File: src/rtl/map_layer_scheduler.sv
// Layer-buffer sequencer between game control and the block generator.
// Fills a circular buffer on start and replaces the bottom layer on each scroll.
module map_layer_scheduler #(
  parameter int unsigned LAYERS      = 4,
  parameter int unsigned WIDTH       = 7,
  parameter int unsigned GEN_TIMEOUT = 16
) (
  input  logic                        clk,
  input  logic                        rst,
  input  logic                        start,
  output logic                        generate_map,
  output logic                        layer_req,
  input  logic                        load_layer,
  input  logic [WIDTH-1:0]            layer_map,
  input  logic [WIDTH-1:0]            block_type,
  input  logic                        scroll_req,
  output logic                        scroll_ack,
  input  logic [$clog2(LAYERS)-1:0]   rd_idx,
  output logic [WIDTH-1:0]            rd_map,
  output logic [WIDTH-1:0]            rd_type,
  output logic                        map_valid,
  output logic                        busy,
  output logic                        error,
  output logic [15:0]                 scrolled
);

  localparam int unsigned IW = $clog2(LAYERS);
  localparam int unsigned CW = IW + 1;
  localparam int unsigned TW = $clog2(GEN_TIMEOUT + 1);
  localparam int unsigned SW = 16;

  typedef enum logic [2:0] {
    S_IDLE,
    S_REQ,
    S_FILL,
    S_READY,
    S_SCROLL,
    S_WAIT,
    S_ERROR
  } state_t;

  typedef struct packed {
    logic [WIDTH-1:0] map;
    logic [WIDTH-1:0] btype;
  } layer_t;

  state_t        state_q;
  state_t        state_d;
  layer_t        buf_q [LAYERS];
  logic [IW-1:0] head_q;
  logic [CW-1:0] count_q;
  logic [TW-1:0] tmo_q;

  logic          wr_en;
  logic          ptr_clear;
  logic          ptr_scroll;
  logic          tmo_clear;
  logic          tmo_inc;
  logic          scroll_done;
  logic          busy_d;
  logic [IW-1:0] wr_slot;
  logic [IW-1:0] rd_slot;
  layer_t        wr_layer;

  // Physical slots: writes land just above the current top, reads are head-relative.
  assign wr_slot  = head_q + count_q[IW-1:0];
  assign rd_slot  = head_q + rd_idx;
  assign wr_layer = '{map: layer_map, btype: block_type};

  always_ff @(posedge clk or negedge rst) begin
    if (!rst) begin
      state_q <= S_IDLE;
    end else begin
      state_q <= state_d;
    end
  end

  // Next-state and datapath control.
  always_comb begin
    state_d     = state_q;
    wr_en       = 1'b0;
    ptr_clear   = 1'b0;
    ptr_scroll  = 1'b0;
    tmo_clear   = 1'b0;
    tmo_inc     = 1'b0;
    scroll_done = 1'b0;
    unique case (state_q)
      S_IDLE: begin
        if (start) state_d = S_REQ;
      end
      S_REQ: begin
        ptr_clear = 1'b1;
        tmo_clear = 1'b1;
        state_d   = S_FILL;
      end
      S_FILL: begin
        if (load_layer) begin
          wr_en     = 1'b1;
          tmo_clear = 1'b1;
          if (count_q == CW'(LAYERS - 1)) state_d = S_READY;
        end else begin
          tmo_inc = 1'b1;
          if (tmo_q == TW'(GEN_TIMEOUT - 1)) state_d = S_ERROR;
        end
      end
      S_READY: begin
        if (start) begin
          state_d = S_REQ;
        end else if (scroll_req) begin
          state_d = S_SCROLL;
        end
      end
      S_SCROLL: begin
        ptr_scroll = 1'b1;
        tmo_clear  = 1'b1;
        state_d    = S_WAIT;
      end
      S_WAIT: begin
        if (load_layer) begin
          wr_en       = 1'b1;
          tmo_clear   = 1'b1;
          scroll_done = 1'b1;
          state_d     = S_READY;
        end else begin
          tmo_inc = 1'b1;
          if (tmo_q == TW'(GEN_TIMEOUT - 1)) state_d = S_ERROR;
        end
      end
      S_ERROR: begin
        if (start) state_d = S_REQ;
      end
      default: state_d = S_IDLE;
    endcase
  end

  assign busy_d = !(state_d inside {S_IDLE, S_READY, S_ERROR});

  // Head/count bookkeeping; a scroll drops the bottom layer by advancing head.
  always_ff @(posedge clk or negedge rst) begin
    if (!rst) begin
      head_q  <= '0;
      count_q <= '0;
    end else if (ptr_clear) begin
      head_q  <= '0;
      count_q <= '0;
    end else if (ptr_scroll) begin
      head_q  <= head_q + IW'(1);
      count_q <= CW'(LAYERS - 1);
    end else if (wr_en) begin
      count_q <= count_q + CW'(1);
    end
  end

  always_ff @(posedge clk or negedge rst) begin
    if (!rst) begin
      tmo_q <= '0;
    end else if (tmo_clear) begin
      tmo_q <= '0;
    end else if (tmo_inc) begin
      tmo_q <= tmo_q + TW'(1);
    end
  end

  always_ff @(posedge clk or negedge rst) begin
    if (!rst) begin
      for (int i = 0; i < int'(LAYERS); i++) buf_q[i] <= '0;
    end else if (wr_en) begin
      buf_q[wr_slot] <= wr_layer;
    end
  end

  // Registered outputs follow the state being entered, so they align with it.
  always_ff @(posedge clk or negedge rst) begin
    if (!rst) begin
      generate_map <= 1'b0;
      layer_req    <= 1'b0;
      scroll_ack   <= 1'b0;
      map_valid    <= 1'b0;
      busy         <= 1'b0;
      error        <= 1'b0;
      scrolled     <= '0;
      rd_map       <= '0;
      rd_type      <= '0;
    end else begin
      generate_map <= (state_d == S_REQ);
      layer_req    <= (state_d == S_SCROLL);
      scroll_ack   <= scroll_done;
      map_valid    <= (state_d == S_READY);
      busy         <= busy_d;
      error        <= (state_d == S_ERROR);
      if (scroll_done) scrolled <= scrolled + SW'(1);
      rd_map       <= buf_q[rd_slot].map;
      rd_type      <= buf_q[rd_slot].btype;
    end
  end

endmodule

File: config.mk
export PLATFORM = sky130hd
export DESIGN_NAME = map_layer_scheduler
export DESIGN_NICKNAME = d
export VERILOG_FILES = /design/src/rtl/map_layer_scheduler.sv
export SDC_FILE = /design/constraint.sdc
export NUM_CORES = 1
export LEC_CHECK = 0
export ABC_AREA = 1
export ABC_CLOCK_PERIOD_IN_PS = 3800
export BUFFER_PORTS_ARGS = -buffer_cell sky130_fd_sc_hd__buf_4
export CAP_MARGIN = 20
export CORE_MARGIN = 4
export CORE_UTILIZATION = 45
export CTS_CLUSTER_DIAMETER = 50
export DETAILED_ROUTE_END_ITERATION = 7
export PLACE_DENSITY_LB_ADDON = 0.25
export SETUP_SLACK_MARGIN = 0.02
export SLEW_MARGIN = 30
export SYNTH_ARGS = -nofsm -noshare
export SYNTH_HDL_FRONTEND = slang
export SYNTH_SLANG_ARGS = --single-unit
File: constraint.sdc
create_clock -name clk -period 3.8 [get_ports clk]
set_input_delay 1.14 -clock clk [delete_from_list [all_inputs] [get_ports clk]]
set_output_delay 1.14 -clock clk [all_outputs]
set_load 0.05 [all_outputs]
==> results.md, run 1 <==
- Crit-path cells: ha_1 > xnor2_4 > xor2_4 > nand3_4 > o21ai_0
- CORE AREA: 10500 sq um
- Post-CTS Setup Inserts: 0
- Drt drc: 0
- Most frequent cells after synthesis: nand2_1 (136), dfrtp_1 (105), o21ai_0 (74), inv_1 (63), nor2_1 (27)
- Final Hold Fails: 0
- Setup violations, final: 0
- Initial core utilization: 47.0%
- Clock Tree Root: clkbuf_8
- TritonCTS Sinks: 105
- Hpwl dp: 6.84 mm
- Drt first-iter violations: 189
- Max FO, Critical Path: 28
- Synth area leaders: dfrtp_1 (53%), nand2_1 (10%), o21ai_0 (7.5%)
- CP startpoint kind: register
- Register area share after synthesis: 53.5%
- Worst vdd ir: 0.000349 V
- Arrival time worst endpoint: 2580 ps
- Ys Warns: 0
- Mapped cell area: 4910 sq um
- Ys async rst share: 100%
- Clock transition at path regs: 100 ps
- Die X-Extent: 112 um
- First-pass GRT wire length: 17.7 mm
- First-pass iteration count of the detailed router: 4
- Post-route worst setup slack: 1500 ps
- H-Tree Depth: 3
- Post-Place Cells: 729
- I/O Buffers: 56
- Cts bufs inserted: 9
- Slew margin rel.: 54.9%
- Top FF cell, synth: dfrtp_1
- CTS Hold Buffers Added: 0
- Clock tree buffer depth: 2
- Slowest CP cell: xor2_4
- Min Tclk post-route: 2300 ps
- Routed via count: 3706
- CP peak stage delay: 570 ps
- Die footprint: 12700 sq um
- Mean Syn Cell Area: 8.88 sq um
- Status: complete, no violations
- Largest net degree at the start of global routing: 76
- Total Neg Setup Slack: 0 ps
- Period Utilization, post-route: 60.5%
- Crit path capture type: register
- Share of the synthesized area in the top cell type: 53.5%
- Slew Limit Fails: 0
- Via-to-Cell Ratio: 4.97
- Max Cap Viol: 0
- Worst Tran Pin Value: 675 ps
- Total Wirelength: 10.0 mm
- Pleak: 2.78 nW
- Type of the worst setup path: reg -> reg
- Cts repair resizes: 0
- I/O pin total: 57
- Layout Cells excl Fill: 745
- Row cnt: 37
- Mapped Nets: 581
- Hold_ws: 489 ps
- Total GRT Usage: 17.0%
- Yosys reg bits: 105
- Die Y: 112 um
- Initial antenna violation count: 0
- Layout cell share with drive strength beyond 1: 17.2%
- Grt total ovfl: 0
- Tightest Hold Check Type: reg -> reg
- Area grow syn2layout: 14.4%
- Number of flops mapped to enable cells by yosys: 0
- Final net count: 632
- Worst-skew pair later-pin latency: 370 ps
- Fmax: 0.435 GHz
- Synth area leader: dfrtp_1
- Worst slack, placed: 1340 ps
- CTS tree: done
- RSZ-0062 raised after global routing: false
- Vias in the first global route: 3727
- Synth cell types: 34
- Antenna Nets Post-Route: 0
- Most numerous cell in the Yosys netlist: nand2_1
- Cells after synthesis: 553
- Final GP Congestion: 0.793
- N_diodes: 0
- Drt wl/cell: 13.4 um
- Crit path required time: 4080 ps
- Power per cell area: 805 nW/um^2
- Total power draw: 4.52 mW
- Layout Skew: 15.4 ps
layout make-up:
class / count / area (sq um)
Clock inverter: 6 / 66.3
Multi-Input combinational cell: 365 / 1920
Timing Repair Buffer: 59 / 455
Sequential cell: 105 / 2630
Inverter: 64 / 248
Tap cell: 136 / 170
Clock buffer: 10 / 138
Fill cell: 980 / 4840
final timing paths:
kind | startpoint | cells after the start | slack, ps | endpoint
worst min-delay path | buf_q[32]$_DFFE_PN0P_ | 2 | 490 | buf_q[32]$_DFFE_PN0P_
worst max-delay path | head_q[0]$_DFFE_PN0P_ | 5 | 1500 | buf_q[39]$_DFFE_PN0P_
worst min register to register | buf_q[32]$_DFFE_PN0P_ | 2 | 490 | buf_q[32]$_DFFE_PN0P_
min in group asynchronous | rst | 1 | 690 | scrolled[0]$_DFFE_PN0P_
max in group asynchronous | rst | 2 | 2380 | buf_q[13]$_DFFE_PN0P_
worst max register to register | head_q[0]$_DFFE_PN0P_ | 5 | 1500 | buf_q[39]$_DFFE_PN0P_
critical path, delay by kind of cell, from the launching register on:
family	cells	cell delay (ps)
AO/OA/AOI/OAI	1	300
adder cells (fa/ha/maj)	1	270
flip-flops	1	420
XOR/XNOR	2	770
AND/OR/NAND/NOR	1	440
sequential cells by signal (all words and copies together) (netlist names):
register	cells
scrolled	16
buf_q	56
layer_req	1
tmo_q	5
error	1
state_q	3
rd_type	7
head_q	2
generate_map	1
rd_map	7
count_q	3
map_valid	1
scroll_ack	1
busy	1
power breakdown:
group	total, mW	internal [mW]	switching [mW]
Combinational	2.00	0.655	1.35
Clock	0.703	0.324	0.379
Sequential	1.82	1.57	0.251
cell usage in the layout, fill, tap and decap left out, types with 2 or more instances in the layout:
| master | instances |
|---|---|
| o211ai_1 | 15 |
| or2_2 | 14 |
| nor2_4 | 2 |
| ha_1 | 7 |
| nand3_1 | 21 |
| o22ai_1 | 2 |
| nor3_1 | 12 |
| clkbuf_8 | 10 |
| inv_1 | 63 |
| o21ai_2 | 3 |
| dfrtp_1 | 105 |
| nand2_2 | 3 |
| o21ai_0 | 74 |
| nor2_1 | 27 |
| xnor2_1 | 4 |
| o21ai_1 | 16 |
| a21oi_1 | 4 |
| nand4_1 | 7 |
| clkinvlp_4 | 3 |
| xor2_1 | 8 |
| buf_4 | 58 |
| nand3_4 | 2 |
| nand2_1 | 136 |
metal layers:
metal / track usage (%) / up-vias / routed length (um)
li1: - / 1896 / -
met3: 3.23 / 7 / 377
met1: 23.6 / 1747 / 4890
met4: 4.89 / 0 / 109
met5: 0 / - / 0
met2: 27.2 / 56 / 4630
logic make-up (layout without fill, tap and decap cells):
kind of cell / after synthesis / in the layout / share of synthesized area (%)
adders and majority gates: 7 / 7 / 1.78
AOI/OAI and AO/OA: 116 / 116 / 13.0
buffers and inverters: 83 / 139 / 7.49
and+or+nand+nor: 227 / 227 / 20.6
xor gates and xnor gates: 15 / 15 / 3.59
DFF: 105 / 105 / 53.5
stage by stage:
stage / area [sq um] / utilization, %
floorplan: 4910 / -
global placement: 5420 / 51.8
detailed placement: 5420 / 51.8
CTS: 5620 / 53.7
global route: 5620 / 53.7
finish: 5620 / 53.7
(Power assumes the default switching activity.)
==> run 2, diff against run 1 <==
- ABC_AREA: 1 -> 0
- ABC_CLOCK_PERIOD_IN_PS: 3800 -> 1900
- clock period: 3.8 -> 1.9 ns (I/O delays scaled with it)
==> results.md, run 2 <==
- Via-to-Cell Ratio: 5.36
- Multiplexer share of the synthesized area: 20.9%
- Top reg by flops: buf_q
- I/O pin total: 57
- N_diodes: 0
- Pleak: 2.70 nW
- CTS Hold Buffers Added: 0
- Period Utilization, post-route: 101%
- Tightest Hold Check Type: in -> async
- Fmax: 0.519 GHz
- Ys async rst share: 100%
- Most numerous cell in the Yosys netlist: dfrtp_1
- Biggest regs: buf_q (56), scrolled (16)
- Cells after synthesis: 363
- Drt first-iter violations: 164
- Antenna Nets Post-Route: 0
- Worst Tran Pin Value: 485 ps
- Total Neg Setup Slack: -240 ps
- Layout cell share with drive strength beyond 1: 44.4%
- Crit path capture type: register
- Slew Limit Fails: 0
- Most frequent cells in the layout: dfrtp_1 (105), buf_4 (84), mux2_2 (47), o21ai_0 (23), nand2_1 (19)
- Share of the synthesized area in the top cell type: 55.3%
- CP Buf/Inv Count: 1
- CORE AREA: 10300 sq um
- Drt drc: 0
- Final GP Congestion: 0.869
- Die X-Extent: 111 um
- Crit-path cells: or3b_4 > nand2_2 > nand2_2 > or3_4 > buf_12 > mux2_4
- Synth area leader: dfrtp_1
- TritonCTS Sinks: 105
- Yosys reg bits: 105
- Ys Warns: 0
- Power per cell area: 1650 nW/um^2
- Min Tclk post-route: 1930 ps
- RSZ-0062 raised after global routing: true
- Delay-heaviest family, CP: simple AND/OR/NAND/NOR gates
- Setup violations, final: 14
- Routed via count: 3166
- Worst slack, placed: -6.80 ps
- Origin of the worst setup path: state_q[1]$_DFF_PN0_
- Synth Area in Simple Gates: 8.37%
- Worst vdd ir: 0.00122 V
- Total GRT Usage: 16.5%
- Layout Skew: 12.2 ps
- Cts bufs inserted: 9
- Xor and xnor fraction of the mapped netlist area: 4.05%
- Initial core utilization: 46.0%
- Number of flops mapped to enable cells by yosys: 0
- Initial antenna violation count: 0
- Commonest non-fill, non-tap cell in the layout: dfrtp_1
- H-Tree Depth: 3
- Final Hold Fails: 0
- Post-route worst setup slack: -28.2 ps
- Compound-Gate Fraction of Synth Area: 6.08%
- Synth cell types: 43
- Synthesized-area fraction occupied by adder cells: 1.84%
- Most frequent cells after synthesis: dfrtp_1 (105), mux2_2 (47), o21ai_0 (23), nand2_1 (19), xnor2_1 (17)
- First-pass GRT wire length: 16.4 mm
- Worst-skew pair later-pin latency: 360 ps
- Max Cap Viol: 0
- Fillers: 855
- Grt total ovfl: 0
- Die footprint: 12300 sq um
- Vias in the first global route: 3210
- Synth area leaders: dfrtp_1 (55%), mux2_2 (11%), mux4_2 (6.6%)
- Clock Tree Root: clkbuf_8
- Top FF cell, synth: dfrtp_1
- Total Wirelength: 9.81 mm
- Drt wl/cell: 16.6 um
- Area grow syn2layout: 24.1%
- First-pass iteration count of the detailed router: 4
- Status: finished, violations left
- CTS tree: done
- Clock transition at path regs: 110 ps
- Mapped Nets: 391
- Max reg flops: 56
- Slowest CP cell: or3b_4
- Register area share after synthesis: 55.3%
- Final net count: 478
- Mapped cell area: 4750 sq um
- I/O Buffers: 56
- Hold_ws: 128 ps
- Type of the worst setup path: reg -> reg
- Largest net degree at the start of global routing: 33
- WP depth: 6
- Slew margin rel.: 67.5%
- Mean Syn Cell Area: 13.1 sq um
- Violated checks: negative setup slack
- Critical R2R Launch: state_q[1]$_DFF_PN0_
- Max FO, Critical Path: 14
- CP startpoint kind: register
- FF-to-FF path depth: 6
- Critical path's most frequent cell: nand2_2
- Die Y: 111 um
- Hpwl dp: 6.71 mm
- Crit path required time: 2160 ps
- CP peak stage delay: 440 ps
- Largest family of logic cells by synthesized area: multiplexers
- Clock tree buffer depth: 2
- Row cnt: 37
- Arrival time worst endpoint: 2190 ps
run 2: cell count changes after synthesis, moves of 12 or more:
cell,delta
nand2_1,-117
o21ai_0,-51
inv_1,-50
mux2_2,+47
o21ai_1,-16
mux4_2,+14
o211ai_1,-13
or2_2,-13
xnor2_1,+13
nor2_1,-12
run 2: worst reg2reg max path, delay by kind of cell (launching register included):
kind	cells	cell delay [ps]
buffers and inverters	1	170
multiplexers	1	310
flip-flops	1	430
AND/OR/NAND/NOR	4	920
run 2: final timing paths:
kind                                            end  slack [ps]
setup / recovery              buf_q[45]$_DFFE_PN0P_         -30
hold / removal                  rd_map[2]$_DFF_PN0_         130
setup reg to reg              buf_q[45]$_DFFE_PN0P_         -30
hold reg to reg            scrolled[15]$_DFFE_PN0P_         480
max in group asynchronous     head_q[0]$_DFFE_PN0P_        1210
min in group clk              buf_q[51]$_DFFE_PN0P_         460
run 2: logic make-up (layout without fill, tap and decap cells):
kind of cell,Yosys count,count (layout)
DFF,105,105
and+or+nand+nor,77,77
muxes,71,71
AOI/OAI and AO/OA,49,49
buffers and inverters,32,124
xor gates and xnor gates,22,22
adders and majority gates,7,7
run 2: cell type report:
type,instances,area [sq um],area share (%)
Multi-Input combinational cell,226,2050,34.7
Clock buffer,10,128,2.16
Clock inverter,6,51.3,0.870
Sequential cell,105,2630,44.6
Timing Repair Buffer,95,825,14.0
Tap cell,136,170,2.89
Inverter,13,48.8,0.828
run 2: power breakdown:
group / switching [mW] / total [mW] / internal [mW]
combinational: 2.39 / 4.81 / 2.42
sequential: 0.473 / 3.63 / 3.16
clock: 0.788 / 1.28 / 0.494
total: 3.65 / 9.73 / 6.08
run 2: per-layer routing:
layer / GRT usage (%) / share of wire [%] / vias up
li1: - / - / 1474
met1: 22.7 / 46 / 1595
met2: 26.0 / 48 / 80
met3: 3.17 / 4.3 / 17
met4: 6.32 / 2.1 / 0
met5: 0 / 0 / -
run 2: what timing repair did:
action | in CTS | in global routing
resized for setup | 1 | 12
pin swaps | 0 | 2
setup buffers | 4 | 4
setup endpoints to repair | 15 | 51
run 2: metrics by stage:
| step | power, mW | std cells | cell area [sq um] | utilization [%] |
|---|---|---|---|---|
| detailed placement | 8.32 | 568 | 5610 | 54.3 |
| global placement | 8.15 | 568 | 5610 | 54.3 |
| finish | 9.73 | 591 | 5900 | 57.1 |
| global route | 10.3 | 591 | 5900 | 57.1 |
| floorplan | 6.95 | 363 | 4800 | - |
| CTS | 9.66 | 588 | 5820 | 56.4 |
==> run 3, diff against run 2 <==
- BUFFER_PORTS_ARGS: -buffer_cell sky130_fd_sc_hd__buf_4 -> -buffer_cell sky130_fd_sc_hd__buf_2
==> results.md, run 3 (same netlist as run 2, synthesis figures left out) <==
- Top reg by flops: buf_q
- Cts bufs inserted: 9
- Post-Place Cells: 569
- Largest net degree at the start of global routing: 106
- I/O Buffers: 56
- Layout Cells excl Fill: 593
- Antenna Nets Post-Route: 0
- Final Hold Fails: 0
- Slew margin rel.: 61.2%
- I/O pin total: 57
- Crit-path cells: ha_2 > and3_4 > ha_4 > or4bb_1 > a21oi_2 > a311o_1 > nor2_1 > xnor2_1
- Worst-skew pair later-pin latency: 370 ps
- Power per cell area: 1700 nW/um^2
- Die X-Extent: 111 um
- Final net count: 480
- First-pass iteration count of the detailed router: 4
- Pleak: 2.74 nW
- Crit path capture type: register
- Period Utilization, post-route: 102%
- CP peak stage delay: 410 ps
- Worst Tran Pin Value: 582 ps
- Die footprint: 12300 sq um
- Fmax: 0.516 GHz
- Min Tclk post-route: 1940 ps
- H-Tree Depth: 3
- Max FO, Critical Path: 3
- Initial antenna violation count: 0
- Grt total ovfl: 0
- Crit path required time: 2160 ps
- Delay-heaviest family, CP: simple AND/OR/NAND/NOR gates
- Max Cap Viol: 0
- Clock Tree Root: clkbuf_8
- RSZ-0062 raised after global routing: true
- Drt first-iter violations: 136
- CTS Hold Buffers Added: 0
- Die Y: 111 um
- Combinational fraction of design power: 50.1%
- CTS tree: done
- Vias in the first global route: 3238
- Total Wirelength: 9.75 mm
- Status: finished, violations left
- Sequential share of power: 36.7%
- Hold_ws: 198 ps
- Reg2Reg Setup Slack: -40 ps
- Setup violations, final: 13
- Slew Limit Fails: 0
- Clock transition at path regs: 110 ps
- Worst vdd ir: 0.00107 V
- Violated checks: negative setup slack
- Max reg flops: 56
- Final GP Congestion: 0.868
- Arrival time worst endpoint: 2200 ps
- Tightest Hold Check Type: in -> async
- Total GRT Usage: 16.3%
- First-pass GRT wire length: 16.4 mm
- CP startpoint kind: register
- Biggest regs: buf_q (56), scrolled (16)
- Drt wl/cell: 16.4 um
- Routed via count: 3170
- Switching Fraction: 37.6%
- Post-route worst setup slack: -36.4 ps
- Total Neg Setup Slack: -145 ps
- Layout Skew: 15.9 ps
- Type of the worst setup path: reg -> reg
- Clk network pwr share: 13.2%
- Via-to-Cell Ratio: 5.35
- Layout cell share with drive strength beyond 1: 45.7%
- Net Sw Power: 3.74 mW
- CORE AREA: 10300 sq um
- Initial core utilization: 46.0%
- Most frequent cells in the layout: dfrtp_1 (104), buf_2 (55), mux2_2 (33), buf_4 (31), mux2_4 (24)
- Slowest CP cell: or4bb_1
- CP Buf/Inv Count: 0
- Commonest non-fill, non-tap cell in the layout: dfrtp_1
- Hpwl dp: 6.54 mm
- TritonCTS Sinks: 105
- Drt drc: 0
- Area grow syn2layout: 23.4%
- Internal power: 6.21 mW
- N_diodes: 0
- Clock tree buffer depth: 2
- Row cnt: 37
[run 3: cell count changes in the layout (fill, tap and decap cells not counted), sizes merged]
cell,previous run,this run
buf,95,96
clkbuf,10,11
clkinv,1,2
clkinvlp,3,1
inv,15,16
[run 3: worst paths after layout]
check / cells after the start / from / end
worst min-delay path: 2 / rst / rd_map[2]$_DFF_PN0_
worst max-delay path: 8 / tmo_q[0]$_DFFE_PN0P_ / busy$_DFF_PN0_
worst max register to register: 8 / tmo_q[0]$_DFFE_PN0P_ / busy$_DFF_PN0_
max in group asynchronous: 2 / rst / count_q[1]$_DFFE_PN0P_
min in group clk: 2 / layer_map[3] / buf_q[24]$_DFFE_PN0P_
worst min register to register: 1 / scrolled[15]$_DFFE_PN0P_ / scrolled[15]$_DFFE_PN0P_
[run 3: routing by layer]
| layer | wire [um] | GRT usage [%] | vias to the layer above | share of wire, % |
|---|---|---|---|---|
| met5 | 0 | 0 | - | 0 |
| met4 | 127 | 5.75 | 0 | 1.3 |
| met3 | 324 | 3.22 | 12 | 3.3 |
| met2 | 4640 | 25.4 | 58 | 48 |
| met1 | 4660 | 23.0 | 1622 | 48 |
| li1 | - | - | 1478 | - |
[run 3: final cells by class]
cell class              count  area, sq um
flip-flops and latches    105         2630
repair buffers             97          689
clock inverters             6         61.3
well taps                 136          170
multi-input cells         226         2140
inverters                  13         48.8
clock buffers              10          128
fillers                   859         4460
[run 3: power by group through the flow]
stage                     clock network [mW]  logic, mW  registers [mW]
final                                   1.31       4.99            3.65
after floorplan                            0       2.70            4.25
after global routing                    1.47       5.38            3.76
after CTS                               1.36       4.60            3.62
after global placement                     0       4.44            3.62
after detailed placement                   0       4.53            3.67
[run 3: repair_timing]
action,in CTS,in global routing
setup endpoints to repair,17,55
buffers inserted,1,6
cloned,0,1
pin swaps,1,4
gates resized for setup,3,33
[run 3: through the flow]
| stage | cell area (sq um) | total power [mW] | util, % | setup WS, ps |
|---|---|---|---|---|
| floorplan | 4800 | 6.95 | - | -84.8 |
| global placement | 5440 | 8.05 | 52.7 | 18.2 |
| detailed placement | 5440 | 8.20 | 52.7 | -18.5 |
| CTS | 5650 | 9.57 | 54.7 | 0.535 |
| global route | 5860 | 10.6 | 56.8 | -141 |
| finish | 5860 | 9.94 | 56.8 | -36.4 |
